<file path="config.mk">
export PLATFORM = sky130hd
export DESIGN_NAME = multicycle_sequencer
export DESIGN_NICKNAME = d
export VERILOG_FILES = /design/src/rtl/multicycle_sequencer.sv
export SDC_FILE = /design/constraint.sdc
export NUM_CORES = 1
export LEC_CHECK = 0
export CAP_MARGIN = 10
export CORE_MARGIN = 5
export CORE_UTILIZATION = 52
export CTS_BUF_LIST = sky130_fd_sc_hd__clkbuf_4
export DETAILED_ROUTE_END_ITERATION = 8
export MAX_ROUTING_LAYER = met4
export PLACE_DENSITY_LB_ADDON = 0.25
export SYNTH_ARGS = -nofsm -noshare
export SYNTH_HDL_FRONTEND = slang
export SYNTH_SLANG_ARGS = --single-unit
</file>
<file path="constraint.sdc">
create_clock -name clk -period 6.6 [get_ports clk]
set_input_delay 1.65 -clock clk [delete_from_list [all_inputs] [get_ports clk]]
set_output_delay 1.65 -clock clk [all_outputs]
set_load 0.01 [all_outputs]
</file>
<file path="src/rtl/multicycle_sequencer.sv">
// rtl/multicycle_sequencer.sv - multi-cycle FETCH/DECODE/EXEC/MEM/WB instruction sequencer
module multicycle_sequencer #(
  parameter int          XLEN     = 32,
  parameter logic [XLEN-1:0] RESET_PC = '0
) (
  input  logic            clk,
  input  logic            rst,
  output logic            imem_req,
  output logic [XLEN-1:0] imem_addr,
  input  logic            imem_ready,
  input  logic [31:0]     imem_rdata,
  output logic            dmem_req,
  output logic            dmem_we,
  input  logic            dmem_ready,
  input  logic [XLEN-1:0] target_addr,
  input  logic            branch_taken,
  output logic [31:0]     ir,
  output logic [XLEN-1:0] pc,
  output logic            alu_en,
  output logic            reg_we,
  output logic [1:0]      wb_sel,
  output logic            illegal,
  output logic [31:0]     instret,
  output logic [2:0]      state
);

  localparam logic [2:0] S_FETCH  = 3'd0;
  localparam logic [2:0] S_DECODE = 3'd1;
  localparam logic [2:0] S_EXEC   = 3'd2;
  localparam logic [2:0] S_MEM    = 3'd3;
  localparam logic [2:0] S_WB     = 3'd4;
  localparam logic [2:0] S_TRAP   = 3'd7;

  localparam logic [6:0] OP_R    = 7'b0110011;
  localparam logic [6:0] OP_I    = 7'b0010011;
  localparam logic [6:0] OP_LOAD = 7'b0000011;
  localparam logic [6:0] OP_S    = 7'b0100011;
  localparam logic [6:0] OP_B    = 7'b1100011;
  localparam logic [6:0] OP_LUI  = 7'b0110111;
  localparam logic [6:0] OP_JAL  = 7'b1101111;
  localparam logic [6:0] OP_JALR = 7'b1100111;

  logic [2:0]      next_state;
  logic [XLEN-1:0] target_q;
  logic [XLEN-1:0] pc_plus4;
  logic            boot;      // first cycle after reset: fetch request held low
  logic [6:0]      opcode;
  logic [6:0]      funct7;
  logic [4:0]      rd;
  logic            is_jump;
  logic            is_store;
  logic            legal;
  logic            fetch_done;

  assign opcode     = ir[6:0];
  assign funct7     = ir[31:25];
  assign rd         = ir[11:7];
  assign is_jump    = (opcode == OP_JAL) || (opcode == OP_JALR);
  assign is_store   = (opcode == OP_S);
  assign pc_plus4   = pc + XLEN'(4);
  assign imem_addr  = pc;
  assign fetch_done = !boot && imem_ready;

  // opcode / funct7 legality check used in DECODE
  always_comb begin
    legal = 1'b0;
    case (opcode)
      OP_R:    legal = (funct7 == 7'b0000000) || (funct7 == 7'b0100000) ||
                       (funct7 == 7'b0000001);
      OP_I, OP_LOAD, OP_S, OP_B, OP_LUI, OP_JAL, OP_JALR: legal = 1'b1;
      default: legal = 1'b0;
    endcase
  end

  // state register
  always_ff @(posedge clk) begin
    if (rst) state <= S_FETCH;
    else     state <= next_state;
  end

  // next-state logic
  always_comb begin
    next_state = state;
    case (state)
      S_FETCH:  if (fetch_done) next_state = S_DECODE;
      S_DECODE: next_state = legal ? S_EXEC : S_TRAP;
      S_EXEC: begin
        if (opcode == OP_B)                         next_state = S_FETCH;
        else if (opcode == OP_LOAD || is_store)     next_state = S_MEM;
        else                                        next_state = S_WB;
      end
      S_MEM:    if (dmem_ready) next_state = is_store ? S_FETCH : S_WB;
      S_WB:     next_state = S_FETCH;
      S_TRAP:   next_state = S_TRAP;
      default:  next_state = S_FETCH;
    endcase
  end

  // architectural registers: pc, ir, retire count, sticky illegal, jump target
  always_ff @(posedge clk) begin
    if (rst) begin
      pc       <= RESET_PC;
      ir       <= '0;
      instret  <= '0;
      illegal  <= 1'b0;
      target_q <= '0;
      boot     <= 1'b1;
    end else begin
      boot <= 1'b0;
      case (state)
        S_FETCH:  if (fetch_done) ir <= imem_rdata;
        S_DECODE: if (!legal) illegal <= 1'b1;
        S_EXEC: begin
          if (opcode == OP_B) begin
            pc      <= branch_taken ? target_addr : pc_plus4;
            instret <= instret + 32'd1;
          end
          if (is_jump) target_q <= target_addr;
        end
        S_MEM: begin
          if (dmem_ready && is_store) begin
            pc      <= pc_plus4;
            instret <= instret + 32'd1;
          end
        end
        S_WB: begin
          pc      <= is_jump ? target_q : pc_plus4;
          instret <= instret + 32'd1;
        end
        default: ;
      endcase
    end
  end

  // strobes decoded from registered state only
  always_comb begin
    imem_req = (state == S_FETCH) && !boot;
    dmem_req = (state == S_MEM);
    dmem_we  = (state == S_MEM) && is_store;
    alu_en   = (state == S_EXEC);
    reg_we   = (state == S_WB) && (rd != 5'd0);
    wb_sel   = 2'd0;
    if (state == S_WB) begin
      if (opcode == OP_LUI)       wb_sel = 2'd3;
      else if (is_jump)           wb_sel = 2'd2;
      else if (opcode == OP_LOAD) wb_sel = 2'd1;
      else                        wb_sel = 2'd0;
    end
  end

endmodule
</file>
**After elaboration in Yosys (flattened, before gate mapping)**

Index checks and enable logic that the tools add are counted.

- Output and inout bits: 139
- Bits of input ports: 69
- Bits in registers: 133

- Reductions and logical operators: 20
- Equal/unequal tests: 19
- Add/subtract/negate cells: 2
- Multiplexer cells: 21
- Bitwise logic cells: 1

Operators with widths:

| cell | number |
|---|---|
| $mux W32 | 6 |
| $pmux W32 S3 | 2 |
| $add A32 B1 Y32 const B | 1 |
| $add A32 B3 Y32 const B | 1 |
| $eq A7 B6 Y1 const B | 4 |
| $eq A7 B7 Y1 const B | 3 |
| $mux W3 | 6 |
| $pmux W3 S5 | 1 |
| $reduce_and A2 Y1 | 4 |
| $eq A7 B1 Y1 const B | 1 |
| $eq A7 B2 Y1 const B | 1 |
| $eq A7 B5 Y1 const B | 1 |
| $logic_not A7 Y1 | 1 |
| $reduce_or A7 Y1 | 1 |
| $eq A3 B2 Y1 const B | 2 |
| $eq A3 B3 Y1 const B | 2 |
| $mux W2 | 3 |
| $ne A2 B1 Y1 const B | 3 |
| $logic_and A1 B1 Y1 | 5 |
| $reduce_bool A5 Y1 | 1 |
| $logic_or A1 B1 Y1 | 4 |
| $eq A3 B1 Y1 const B | 1 |
| $logic_not A3 Y1 | 1 |
| $reduce_and A3 Y1 | 1 |
| 6 further kinds | 7 |

**Depth between registers and ports, before layout**

Gate-level depths: netlist (run 1).

- Depth after elaboration: 6
- Depth in mapped cells: 10

**Least setup slack after synthesis (run 1)**

Ideal clock, no wire load.

- Kind: in2reg
- Start: input dmem_ready
- End: register instret[8]
- Slack: 3.475 ns
- Data required time: 6.472 ns
- Stages: 6
- Arrival: 2.997 ns
- Path through: nand3b_1 -> a2111oi_2 -> nor2_1 -> or4_1 -> xnor2_1 -> nor2_1

- Cells in the longest elaborated chain, start to end: 3

Ends and longest elaborated chain:

| item | RTL line | source |
|---|---|---|
| start, declared | 14 | `input logic dmem_ready,` |
| $logic_and A1 B1 Y1 | 121 | `if (dmem_ready && is_store) begin` |
| $ne A2 B1 Y1 (no source line) | n/a |  |
| $reduce_and A3 Y1 (no source line) | n/a |  |
| end signal, assigned | 116 | `instret <= instret + 32'd1;` |
| end signal, assigned | 123 | `instret <= instret + 32'd1;` |
| end signal, assigned | 128 | `instret <= instret + 32'd1;` |
| end, declared | 23 | `output logic [31:0] instret,` |

Every way passes these cells.
A chain may end at the register's enable or synchronous reset.

**Worst setup path in the final report (run 1)**

- Start: register state[2]
- End: output wb_sel[1]

- Cells in the longest elaborated chain, start to end: 2

Ends and longest elaborated chain:

| item | RTL line | source |
|---|---|---|
| start, declared | 24 | `output logic [2:0] state` |
| start signal, assigned | 78 | `else state <= next_state;` |
| $eq A3 B3 Y1 | 143 | `if (state == S_WB) begin` |
| $mux W2 | 143 |  |
| end, declared | 21 | `output logic [1:0] wb_sel,` |

Every way passes these cells.

==> flow_summary.rst, run 1 <==
.. list-table::
   :header-rows: 1

   * - Metric
     - Value
   * - Result of the run
     - finished, final reports clean
   * - Fin Hold WS
     - 0.460 ns
   * - Slew margin rel.
     - 0.262
   * - Maximum clock path buffer count
     - 2
   * - Leading cell types by total area after synthesis
     - sky130_fd_sc_hd__dfxtp_1 (39%), sky130_fd_sc_hd__nand2_1 (9.5%), sky130_fd_sc_hd__a21oi_1 (8.1%)
   * - # Post-CTS Setup Buffers
     - 0
   * - Vias after detailed routing
     - 6,878
   * - Share of power burned in registers
     - 0.479
   * - Switching portion of total power
     - 0.290
   * - Share of layout cells above drive strength 1
     - 0.0532
   * - Total of max-cap violations
     - 0
   * - Proportion of netlist area held by the largest area contributor
     - 0.393
   * - Crit Path Category
     - reg2out
   * - Power Internal
     - 1.31 mW
   * - Yosys warning count
     - 0
   * - Slack of the worst reg-to-reg path
     - 3.27 ns
   * - Met3 layer wire length in the routed design
     - 2.05 mm
   * - H-Tree Depth
     - 4
   * - Hold path depth
     - 2
   * - Cell count after synthesis
     - 882
   * - Global-route usage over all layers
     - 0.268
   * - Required time of the worst setup path
     - 4.95 ns
   * - Part of the power in the clock network
     - 0.326
   * - Number of CTS-inserted buffers
     - 17
   * - Amount of wire on met2 after detailed routing
     - 9.51 mm
   * - Met1 wire length
     - 8.48 mm
   * - FP Rows
     - 41
   * - Multi-input gate area in the final layout
     - 3520 sq um
   * - Endpoint of the worst-slack reg-to-reg timing path
     - imem_addr[25]
   * - Placeable core area
     - 12,700 sq um
   * - Number of iterations in the first detailed-routing pass
     - 5
   * - Time the worst path needs with I/O delays and setup
     - 4.34 ns
   * - DRC marker count from the first detailed-route iteration
     - 551
   * - I/O pin cnt
     - 208
   * - Leakage component of the power
     - 2.97 nW
   * - Clock slew seen by the registers of the worst setup and hold paths
     - 0.11 ns
   * - Asr flop ratio synth
     - 0
   * - EDFF count, synth
     - 0
   * - Power per standard cell area
     - 208 nW/um^2
   * - CP max FO
     - 15
   * - Number of buffer cells added on primary ports
     - 207
   * - Clock network latency to the later pin of the worst-skew pair
     - 0.55 ns
   * - Proportion of synthesized chip area in sequential cells
     - 0.393
   * - GR Overflow Total
     - 0
   * - Mapped Avg Cell Area
     - 7.67 sq um
   * - RSZ-0062 raised after global routing
     - no
   * - First-pass GRT wire length
     - 31.9 mm
   * - Startpoint of the most critical hold path
     - ir[12]
   * - Worst Setup End Kind
     - primary output
   * - Power spent charging and discharging nets
     - 0.537 mW
   * - Leading post-synthesis cells by instance count
     - sky130_fd_sc_hd__nand2_1 (171), sky130_fd_sc_hd__dfxtp_1 (133), sky130_fd_sc_hd__a21oi_1 (110)
   * - Share of the clock period used by the worst path after layout
     - 0.658
   * - Sequential cell area
     - 2660 sq um
   * - Number of clock sinks
     - 133
   * - Number of nets still failing antenna checks after routing
     - 0
   * - Die span in x
     - 124 microns
   * - Count of instances resized after the clock tree is built
     - 0
   * - Worst clock skew on the final layout
     - 0.0203 ns
   * - Number of antenna violations at the first check in global routing
     - 2
   * - Remaining routing DRC violations
     - 0
   * - Hold Path Sink
     - ir[12]
   * - Count of cells along the worst register-to-register path
     - 7
   * - Number of setup violations in the final report
     - 0
   * - Logic gate share of total power
     - 0.195
   * - DIE AREA
     - 15,400 sq um
   * - Predominant post-synthesis flop cell
     - sky130_fd_sc_hd__dfxtp_1
   * - Final count of pins violating max slew
     - 0
   * - Crit path arrival time
     - 2.69 ns
   * - Largest area contributor in the netlist
     - sky130_fd_sc_hd__dfxtp_1
   * - Mapped Nets
     - 953
   * - Cell at the root of the clock tree
     - sky130_fd_sc_hd__clkbuf_4
   * - Total detailed-routing wirelength
     - 20.3 mm
   * - Worst flop-to-flop path startpoint
     - state[2]
   * - # hold bufs at CTS
     - 0
   * - Signed area change from the synthesized netlist to the final layout
     - 31.3%
   * - Slew of the pin with the lowest slew margin
     - 1.11 ns
   * - Critical Path Source Type
     - flop
   * - Hold Violations, Final
     - 0
   * - Last weighted congestion value of the routability-driven placer
     - 0.833
   * - Max IR drop VDD
     - 172 uV
   * - Wire length per cell after detailed routing
     - 16.8 microns
   * - Via count of the first global-routing pass
     - 6,269
   * - Number of nets in the final layout
     - 1,093
   * - Starting density of the core
     - 0.534
   * - Fmax
     - 0.230 GHz
   * - Final-layout fill cell count
     - 1,098
   * - Drt via density
     - 5.69
   * - Clock tree from TritonCTS
     - built
   * - Largest net degree at the start of global routing
     - 91
   * - Top routing layer in use
     - met4
   * - Chip Height
     - 124 microns
   * - Syn Std Cell Area
     - 6770 sq um
   * - Sum of negative setup slack
     - 0 ns
   * - Most instantiated library cell after synthesis
     - sky130_fd_sc_hd__nand2_1
   * - Number of distinct library cell variants in the gate-level netlist after synthesis
     - 72
   * - Number of register bits inferred by synthesis
     - 133
   * - Post-DP HPWL
     - 13.9 mm
   * - Hold Crit Class
     - reg2reg
## how the worst max path moves through the flow
stage               start       endpoint  slack [ns]  depth (start not counted)
3_3_place_gp   dmem_ready  imem_addr[28]        2.17                          8
3_5_place_dp   dmem_ready  imem_addr[28]        2.10                          8
4_1_cts          state[2]      wb_sel[1]        2.22                          3
5_1_grt          state[2]      wb_sel[1]        2.05                          3
2_1_floorplan  dmem_ready     instret[8]        3.48                          6
6_report         state[2]      wb_sel[1]        2.26                          3
## final cells by class
type | count | share of cell area
multi-input cells | 641 | 0.396
flip-flops and latches | 133 | 0.300
clock inverters | 12 | 0.0182
inverters | 14 | 0.00591
well taps | 172 | 0.0242
diodes | 2 | 0.000563
repair buffers | 215 | 0.240
clock buffers | 19 | 0.0160
## power groups by stage
stage	Sequential [mW]	Combinational [mW]	Clock, mW
finish	0.887	0.361	0.603
global placement	0.903	0.356	0
floorplan	0.899	0.200	0
detailed placement	0.905	0.359	0
global route	0.895	0.392	0.644
CTS	0.886	0.361	0.609
## flip-flops by register name, indices dropped and copies added (netlist names)
| name | flops |
|---|---|
| state | 3 |
| imem_addr | 32 |
| ir | 32 |
| boot | 1 |
| target_q | 32 |
| instret | 32 |
| illegal | 1 |
## per-stage QoR
step | std cells | setup WS [ns] | util | power [mW] | area (sq um)
finish | 1208 | 2.26 | 0.701 | 1.85 | 8890
global route | 1208 | 2.05 | 0.701 | 1.93 | 8890
global placement | 1175 | 2.17 | 0.677 | 1.26 | 8580
CTS | 1206 | 2.22 | 0.701 | 1.86 | 8880
detailed placement | 1175 | 2.10 | 0.677 | 1.26 | 8580
floorplan | 882 | 3.48 | - | 1.10 | 6770
## cell families after synthesis
family | share of synthesized area
compound gates | 0.203
xor+xnor | 0.0505
fa+ha+maj | 0.00370
buf+inv | 0.0887
flops | 0.393
simple gates | 0.261
## cell usage in the layout (no fill, tap or decap), types with 3 or more instances in the layout
cell type,n
sky130_fd_sc_hd__inv_1,14
sky130_fd_sc_hd__nor2_1,72
sky130_fd_sc_hd__bufinv_16,4
sky130_fd_sc_hd__nand2b_1,7
sky130_fd_sc_hd__o21ai_0,38
sky130_fd_sc_hd__and2_1,5
sky130_fd_sc_hd__a31oi_1,4
sky130_fd_sc_hd__xnor2_1,22
sky130_fd_sc_hd__a2111oi_0,3
sky130_fd_sc_hd__clkinv_2,3
sky130_fd_sc_hd__a21oi_1,110
sky130_fd_sc_hd__a221oi_1,3
sky130_fd_sc_hd__nand2_1,171
sky130_fd_sc_hd__and4_1,3
sky130_fd_sc_hd__dfxtp_1,133
sky130_fd_sc_hd__or3_1,4
sky130_fd_sc_hd__nand3_1,17
sky130_fd_sc_hd__a22o_1,9
sky130_fd_sc_hd__a311oi_1,3
sky130_fd_sc_hd__clkinv_1,3
sky130_fd_sc_hd__a211oi_1,7
sky130_fd_sc_hd__buf_4,9
sky130_fd_sc_hd__and3_1,10
sky130_fd_sc_hd__a22oi_1,12
sky130_fd_sc_hd__clkbuf_4,19
sky130_fd_sc_hd__a221o_1,5
sky130_fd_sc_hd__nand4_1,17
sky130_fd_sc_hd__o31ai_1,4
sky130_fd_sc_hd__nor4_1,16
sky130_fd_sc_hd__clkdlybuf4s50_1,206
sky130_fd_sc_hd__nand3b_1,4
sky130_fd_sc_hd__nor3_1,27
sky130_fd_sc_hd__xor2_1,17
## critical path: stages (launching register included)
cell                              delay (ns)
sky130_fd_sc_hd__dfxtp_1                0.62
sky130_fd_sc_hd__or3b_1                 0.64
sky130_fd_sc_hd__a211oi_1               0.26
sky130_fd_sc_hd__clkdlybuf4s50_1        0.63
## metal layers
metal	vias to the layer above	GRT usage
li1	3347	-
met1	3221	0.336
met2	289	0.414
met3	21	0.0981
met4	0	0.0657
met5	-	-
Power figures use the tool's default switching activity.
==> inputs of run 2 (changes only) <==
--- a/config.mk
+++ b/config.mk
@@ -7,7 +7,7 @@
 export LEC_CHECK = 0
 export CAP_MARGIN = 10
 export CORE_MARGIN = 5
-export CORE_UTILIZATION = 52
+export CORE_UTILIZATION = 49
 export CTS_BUF_LIST = sky130_fd_sc_hd__clkbuf_4
 export DETAILED_ROUTE_END_ITERATION = 8
 export MAX_ROUTING_LAYER = met4
==> constraint.sdc (replaced) <==
create_clock -name clk -period 4.4 [get_ports clk]
set_input_delay 1.1 -clock clk [delete_from_list [all_inputs] [get_ports clk]]
set_output_delay 1.1 -clock clk [all_outputs]
set_load 0.01 [all_outputs]
==> run 2 against run 1 <==
Compared with the run above: via count hardly changed; cell area is 0.58% higher; core utilization shrank 5.0 points; sequential share of layout area shrank 0.17 points; clock skew down 0.00078 ns; worst hold slack got worse by 0.0012 ns; power is 49% higher; combinational power increased by 51%; clock power rose by 48%; routed wire length shrank 0.88%; sequential power grew 50%; setup slack got worse by 1.6 ns; critical path type unchanged; critical endpoint unchanged.
==> flow_summary.rst, run 2 (same netlist as run 1, synthesis figures left out) <==
.. list-table::
   :header-rows: 1

   * - Metric
     - Value
   * - Number of setup violations in the final report
     - 0 (unchanged)
   * - Count of instances resized after the clock tree is built
     - 0 (unchanged)
   * - DRC marker count from the first detailed-route iteration
     - 649 (+18%)
   * - Setup ws final
     - 0.636 ns (-1.62 ns)
   * - Critical Path Source Type
     - flop
   * - DIE AREA
     - 16,300 sq um (+5.6%)
   * - Worst clock skew on the final layout
     - 0.0196 ns (-0.000779 ns)
   * - Count of cells along the worst register-to-register path
     - 8 (+1)
   * - Met1 wire length
     - 8.45 mm (-0.34%)
   * - Number of CTS-inserted buffers
     - 17 (unchanged)
   * - Remaining routing DRC violations
     - 0 (unchanged)
   * - Chip Height
     - 128 microns (+2.8%)
   * - Crit Path Category
     - reg2out
   * - Part of the power in the clock network
     - 0.322 (-0.004)
   * - Setup Slack @ Placement
     - 0.862 ns (-1.24 ns)
   * - Last weighted congestion value of the routability-driven placer
     - 0.857 (+2.8%)
   * - Hold path depth
     - 2 (unchanged)
   * - Most common cell after layout, fill and taps aside
     - sky130_fd_sc_hd__clkdlybuf4s50_1
   * - H-Tree Depth
     - 4 (unchanged)
   * - Die span in x
     - 128 microns (+2.8%)
   * - Multi-input gate area in the final layout
     - 3520 sq um (unchanged)
   * - Total of max-cap violations
     - 0 (unchanged)
   * - First-pass GRT wire length
     - 32.5 mm (+1.8%)
   * - Share of layout cells above drive strength 1
     - 0.0577 (+0.00450)
   * - Leakage component of the power
     - 3.00 nW (+1.0%)
   * - Clock slew seen by the registers of the worst setup and hold paths
     - 0.10 ns (about the same)
   * - Highest-count cells in the layout ignoring fill and taps
     - sky130_fd_sc_hd__clkdlybuf4s50_1 (206), sky130_fd_sc_hd__nand2_1 (171), sky130_fd_sc_hd__dfxtp_1 (133), sky130_fd_sc_hd__a21oi_1 (110), sky130_fd_sc_hd__nor2_1 (72)
   * - CP max FO
     - 15 (unchanged)
   * - Top routing layer in use
     - met4
   * - Signed area change from the synthesized netlist to the final layout
     - 32.1%
   * - Fmax
     - 0.266 GHz
   * - Switching portion of total power
     - 0.285 (-0.00449)
   * - Amount of wire on met2 after detailed routing
     - 9.38 mm (-1.4%)
   * - Drt via density
     - 5.63 (-1.2%)
   * - Critical-path top delay cell
     - sky130_fd_sc_hd__or3b_1
   * - Share of power burned in registers
     - 0.481 (+0.002)
   * - Required time of the worst setup path
     - 3.30 ns (-1.65 ns)
   * - Via count of the first global-routing pass
     - 6,355 (+1.4%)
   * - Final count of pins violating max slew
     - 0 (unchanged)
   * - Hold Violations, Final
     - 0 (unchanged)
   * - Final non-filler cell area
     - 8940 sq um (+0.58%)
   * - Post-DP HPWL
     - 14.1 mm (+1.9%)
   * - Largest net degree at the start of global routing
     - 55 (-40%)
   * - Starting density of the core
     - 0.493 (-0.0408)
   * - Clock network latency to the later pin of the worst-skew pair
     - 0.54 ns (about the same)
   * - Slew of the pin with the lowest slew margin
     - 1.11 ns (+0.000919 ns)
   * - RSZ-0062 raised after global routing
     - no
   * - Power Internal
     - 1.98 mW (+50%)
   * - Maximum clock path buffer count
     - 2 (unchanged)
   * - Result of the run
     - finished, final reports clean
   * - Sum of negative setup slack
     - 0 ns (unchanged)
   * - Met3 layer wire length in the routed design
     - 1.95 mm (-5.1%)
   * - # hold bufs at CTS
     - 0 (unchanged)
   * - Cell at the root of the clock tree
     - sky130_fd_sc_hd__clkbuf_4
   * - Total power consumption of the routed design
     - 2.77 mW (+49%)
   * - Power per standard cell area
     - 310 nW/um^2 (+49%)
   * - Max IR drop VDD
     - 315 uV (+82%)
   * - Global-route usage over all layers
     - 0.253 (-0.0155)
   * - Slew margin rel.
     - 0.261 (-0.000612)
   * - Number of iterations in the first detailed-routing pass
     - 5 (unchanged)
   * - List of cells traversed by the critical path
     - or3b_1 -> a211oi_1 -> clkdlybuf4s50_1
   * - Crit path arrival time
     - 2.66 ns (-0.03 ns)
   * - Share of the clock period used by the worst path after layout
     - 0.856
   * - Final Non-Filler Cells
     - 1,223 (+1.2%)
   * - Number of clock sinks
     - 133 (unchanged)
   * - Fin Hold WS
     - 0.459 ns (-0.00123 ns)
   * - GR Overflow Total
     - 0 (unchanged)
   * - Area of placed instances
     - 8630 sq um (+0.55%)
   * - Number of buffer cells added on primary ports
     - 207 (unchanged)
   * - Final Core Density
     - 0.652 (-0.0499)
   * - Crit path buffers/inverters
     - 1 (unchanged)
   * - Worst Setup End Kind
     - primary output
   * - I/O pin cnt
     - 208 (unchanged)
   * - Logic gate share of total power
     - 0.197 (+0.002)
   * - # Post-CTS Setup Buffers
     - 0 (unchanged)
   * - Hold Crit Class
     - reg2reg
   * - Placeable core area
     - 13,700 sq um (+8.3%)
   * - CP top delay family
     - simple AND/OR/NAND/NOR gates
   * - Number of nets still failing antenna checks after routing
     - 0 (unchanged)
   * - Number of antenna violations at the first check in global routing
     - 3 (+1)
   * - Total detailed-routing wirelength
     - 20.1 mm (-0.88%)
   * - Power spent charging and discharging nets
     - 0.790 mW (+47%)
   * - Vias after detailed routing
     - 6,881 (+0.044%)
   * - Number of nets in the final layout
     - 1,098 (+0.46%)
   * - FP Rows
     - 43 (+4.9%)
   * - Sequential cell area
     - 2660 sq um (unchanged)
   * - Time the worst path needs with I/O delays and setup
     - 3.76 ns
   * - Number of cells in the design after placement
     - 1,188 (+1.1%)
   * - Clock tree from TritonCTS
     - built
   * - Levels on crit path
     - 3 (unchanged)
   * - Wire length per cell after detailed routing
     - 16.4 microns (-2.1%)
   * - Final-layout fill cell count
     - 1,197 (+9.0%)
   * - Delay of the slowest cell on the worst path
     - 0.64 ns (about the same)
run 2: cell types whose count changed in the layout (fill, tap and decap cells not counted):
cell                         before  now
sky130_fd_sc_hd__diode_2          2    3
sky130_fd_sc_hd__clkinvlp_4       2    1
sky130_fd_sc_hd__clkinv_1         3    4
sky130_fd_sc_hd__clkinv_2         3    4
sky130_fd_sc_hd__buf_4            9   14
run 2: power by group through the flow:
| stage | Clock [mW] | Sequential, mW | Combinational [mW] |
|---|---|---|---|
| final | 0.891 | 1.33 | 0.544 |
| after global routing | 0.972 | 1.34 | 0.595 |
| after CTS | 0.909 | 1.33 | 0.546 |
| after detailed placement | 0 | 1.36 | 0.543 |
| after global placement | 0 | 1.36 | 0.539 |
| after floorplan | 0 | 1.35 | 0.300 |
run 2: path summary, 6_finish.rpt:
check             startpoint            to  slack (ns)
setup / recovery    state[2]     wb_sel[1]        0.64
hold / removal        ir[16]        ir[16]        0.46
setup reg to reg    state[2]  imem_addr[7]        1.31
hold reg to reg       ir[16]        ir[16]        0.46
run 2: routing by layer:
layer / up-vias / track usage
met5: - / -
li1: 3365 / -
met1: 3194 / 0.319
met2: 289 / 0.387
met4: 0 / 0.0694
met3: 33 / 0.0865
run 2: area by class of cell:
class / count / area share
multi-input cells: 641 / 0.394
flip-flops and latches: 133 / 0.298
repair buffers: 220 / 0.242
well taps: 180 / 0.0252
clock inverters: 13 / 0.0182
clock buffers: 19 / 0.0160
inverters: 14 / 0.00588
diodes: 3 / 0.000840
run 2: worst min-delay path, delay by kind of cell, from the launching register on:
kind | cells | cell delay, ns
DFF | 1 | 0.32
and+or+nand+nor | 1 | 0.05
AOI/OAI and AO/OA | 1 | 0.05
==> RTL change (settings of run 2) <==
Set the parameter `XLEN` to 16 (it was 32).
--- a/src/rtl/multicycle_sequencer.sv
+++ b/src/rtl/multicycle_sequencer.sv
@@ -2,3 +2,3 @@
 module multicycle_sequencer #(
-  parameter int          XLEN     = 32,
+  parameter int          XLEN     = 16,
   parameter logic [XLEN-1:0] RESET_PC = '0
Ports: changed (resized imem_addr, pc and target_addr); port bits go from 208 to 160. No check against the original RTL was run, so the function may have changed too.
==> RTL change against run 2 <==
Total power shrank 33%; fmax is 6.1% lower; routed wire length is 30% lower; cell area is 25% lower; area after synthesis decreased by 26%; worst setup slack got worse by 0.25 ns; hold slack improved by 0.0072 ns; sequential cell count is 32 lower; largest power group unchanged.
==> RTL change: results (changes against run 2) <==
status=finished clean (unchanged); Row Count=36 (was 43); Hold Path Sink=ir[20] (was ir[16]); static leakage=0.00212 µW (was 0.00300 µW); worst-path maximum fanout=18 (was 15); Clock Latency Late Sink=0.43 ns (was 0.54 ns); met2 routed wirelength=6900 µm (was 9380 µm); Place WS=0.899 ns (was 0.862 ns); Hold Crit Class=reg -> reg (unchanged); FF-to-FF setup slack=1.16 ns (was 1.31 ns); Metal-1 WL=6180 µm (was 8450 µm); CP Data Arrival Time=2.91 ns (was 2.66 ns); WL per Instance=16.1 µm (was 16.4 µm); CTS Buf Count=9 (was 17); first-pass GRT wire length=22900 µm (was 32500 µm); synth cell count leaders=dfxtp_1 (101), nand2_1 (85), a21oi_1 (67), nor2_1 (57), clkbuf_1 (37) (was nand2_1 (171), dfxtp_1 (133), a21oi_1 (110), nor2_1 (73), clkbuf_1 (42)); initial antenna violation count=0 (was 3); sequential fraction of the synthesis area=40.5% (was 39.3%); Cell variety after synth=56 (was 72); crit path max-delay cell type=dfxtp_1 (was or3b_1); Top Layer Used=met4 (unchanged); ranking of synthesized cells by area=dfxtp_1 (40%), a21oi_1 (6.7%), nand2_1 (6.4%) (was dfxtp_1 (39%), nand2_1 (9.5%), a21oi_1 (8.1%)); buffers from clock root to sink, at most=2 (unchanged); depth of the CTS H-tree=3 (was 4); vias in the first global route=4669 (was 6355); antenna fix cells=0 (was 3); worst flop-to-flop path endpoint=instret[22] (was imem_addr[7]); min-delay src=ir[20] (was ir[16]); Net Sw Frac=28.9% (was 28.5%); final net count=796 (was 1098); GPL Wtd Cong=0.837 (was 0.857); vias per std cell=5.73 (was 5.63); CTS clk-pin slew, worst paths=0.16 ns (was 0.10 ns); worst ir drop on vdd=193 µV (was 315 µV); Final Skew=0.0281 ns (was 0.0196 ns); Buffers on Ports=159 (was 207); FF-to-FF path depth=6 (was 8); Synth Net Count=677 (was 953); Fillers=804 (was 1197); WHS=0.466 ns (was 0.459 ns); share of layout cells above drive strength 1=4.57% (was 5.77%); Slew @ Worst Pin=1.06 ns (was 1.11 ns); met3 wire len=906 µm (was 1950 µm); DP Wirelength=10100 µm (was 14100 µm); largest net degree at the start of global routing=54 (was 55)
-- RTL change: cell types whose count changed after synthesis, sizes merged, moves of 16 or more --
cell | run 2 | this run
nor2 | 73 | 57
o21ai | 40 | 23
buf | 48 | 22
a21oi | 110 | 67
nand2 | 171 | 85
mux2i | 0 | 17
dfxtp | 133 | 101
-- RTL change: logic make-up after synthesis --
logic type | share of synthesized area [%]
fa+ha+maj | 0.501
simple gates | 27.2
buf+inv | 6.79
flops | 40.5
mux | 3.63
xor+xnor | 3.68
compound gates | 17.7
-- RTL change: per-stage QoR --
step / cells / cell area, µm² / power [µW]
after floorplan: 622 / 5000 / 1220
after global placement: 863 / 6550 / 1390
after detailed placement: 863 / 6550 / 1400
after CTS: 877 / 6670 / 1870
after global routing: 877 / 6670 / 1940
final: 877 / 6670 / 1850
-- RTL change: worst max-delay path by stage --
stage               startpoint   endpoint  slack, ns
detailed placement    state[2]  wb_sel[0]       0.90
CTS                   state[2]  wb_sel[0]       0.38
finish                state[2]  wb_sel[0]       0.39
global placement      state[2]  wb_sel[0]       0.92
floorplan             state[0]  wb_sel[0]       1.47
global route          state[2]  wb_sel[0]       0.22
-- RTL change: routing by layer --
layer	global-route usage, %	up-vias
met4	5.99	0
met3	4.53	10
li1	-	2445
met5	-	-
met2	37.7	201
met1	28.4	2373
-- RTL change: tightest hold or removal path, stage by stage (launching register included) --
cell and delay (ns):
dfxtp_1 0.34, nand2_1 0.05, a21oi_1 0.05
-- RTL change: cell type report --
| cell class | instances | area, µm² | area share, % |
|---|---|---|---|
| sequential | 101 | 2020 | 30.3 |
| inverter | 12 | 45.0 | 0.675 |
| multi-input combinational | 450 | 2650 | 39.8 |
| timing repair buffer | 167 | 1660 | 24.9 |
| clock inverter | 4 | 51.3 | 0.769 |
| tap | 133 | 166 | 2.49 |
| clock buffer | 10 | 75.1 | 1.13 |
-- RTL change: power groups by stage --
stage / clock, µW / sequential, µW / combinational [µW]
3_5_place_dp: 0 / 1030 / 368
6_report: 474 / 1010 / 369
5_1_grt: 519 / 1020 / 401
3_3_place_gp: 0 / 1030 / 362
4_1_cts: 485 / 1010 / 371
2_1_floorplan: 0 / 1020 / 196
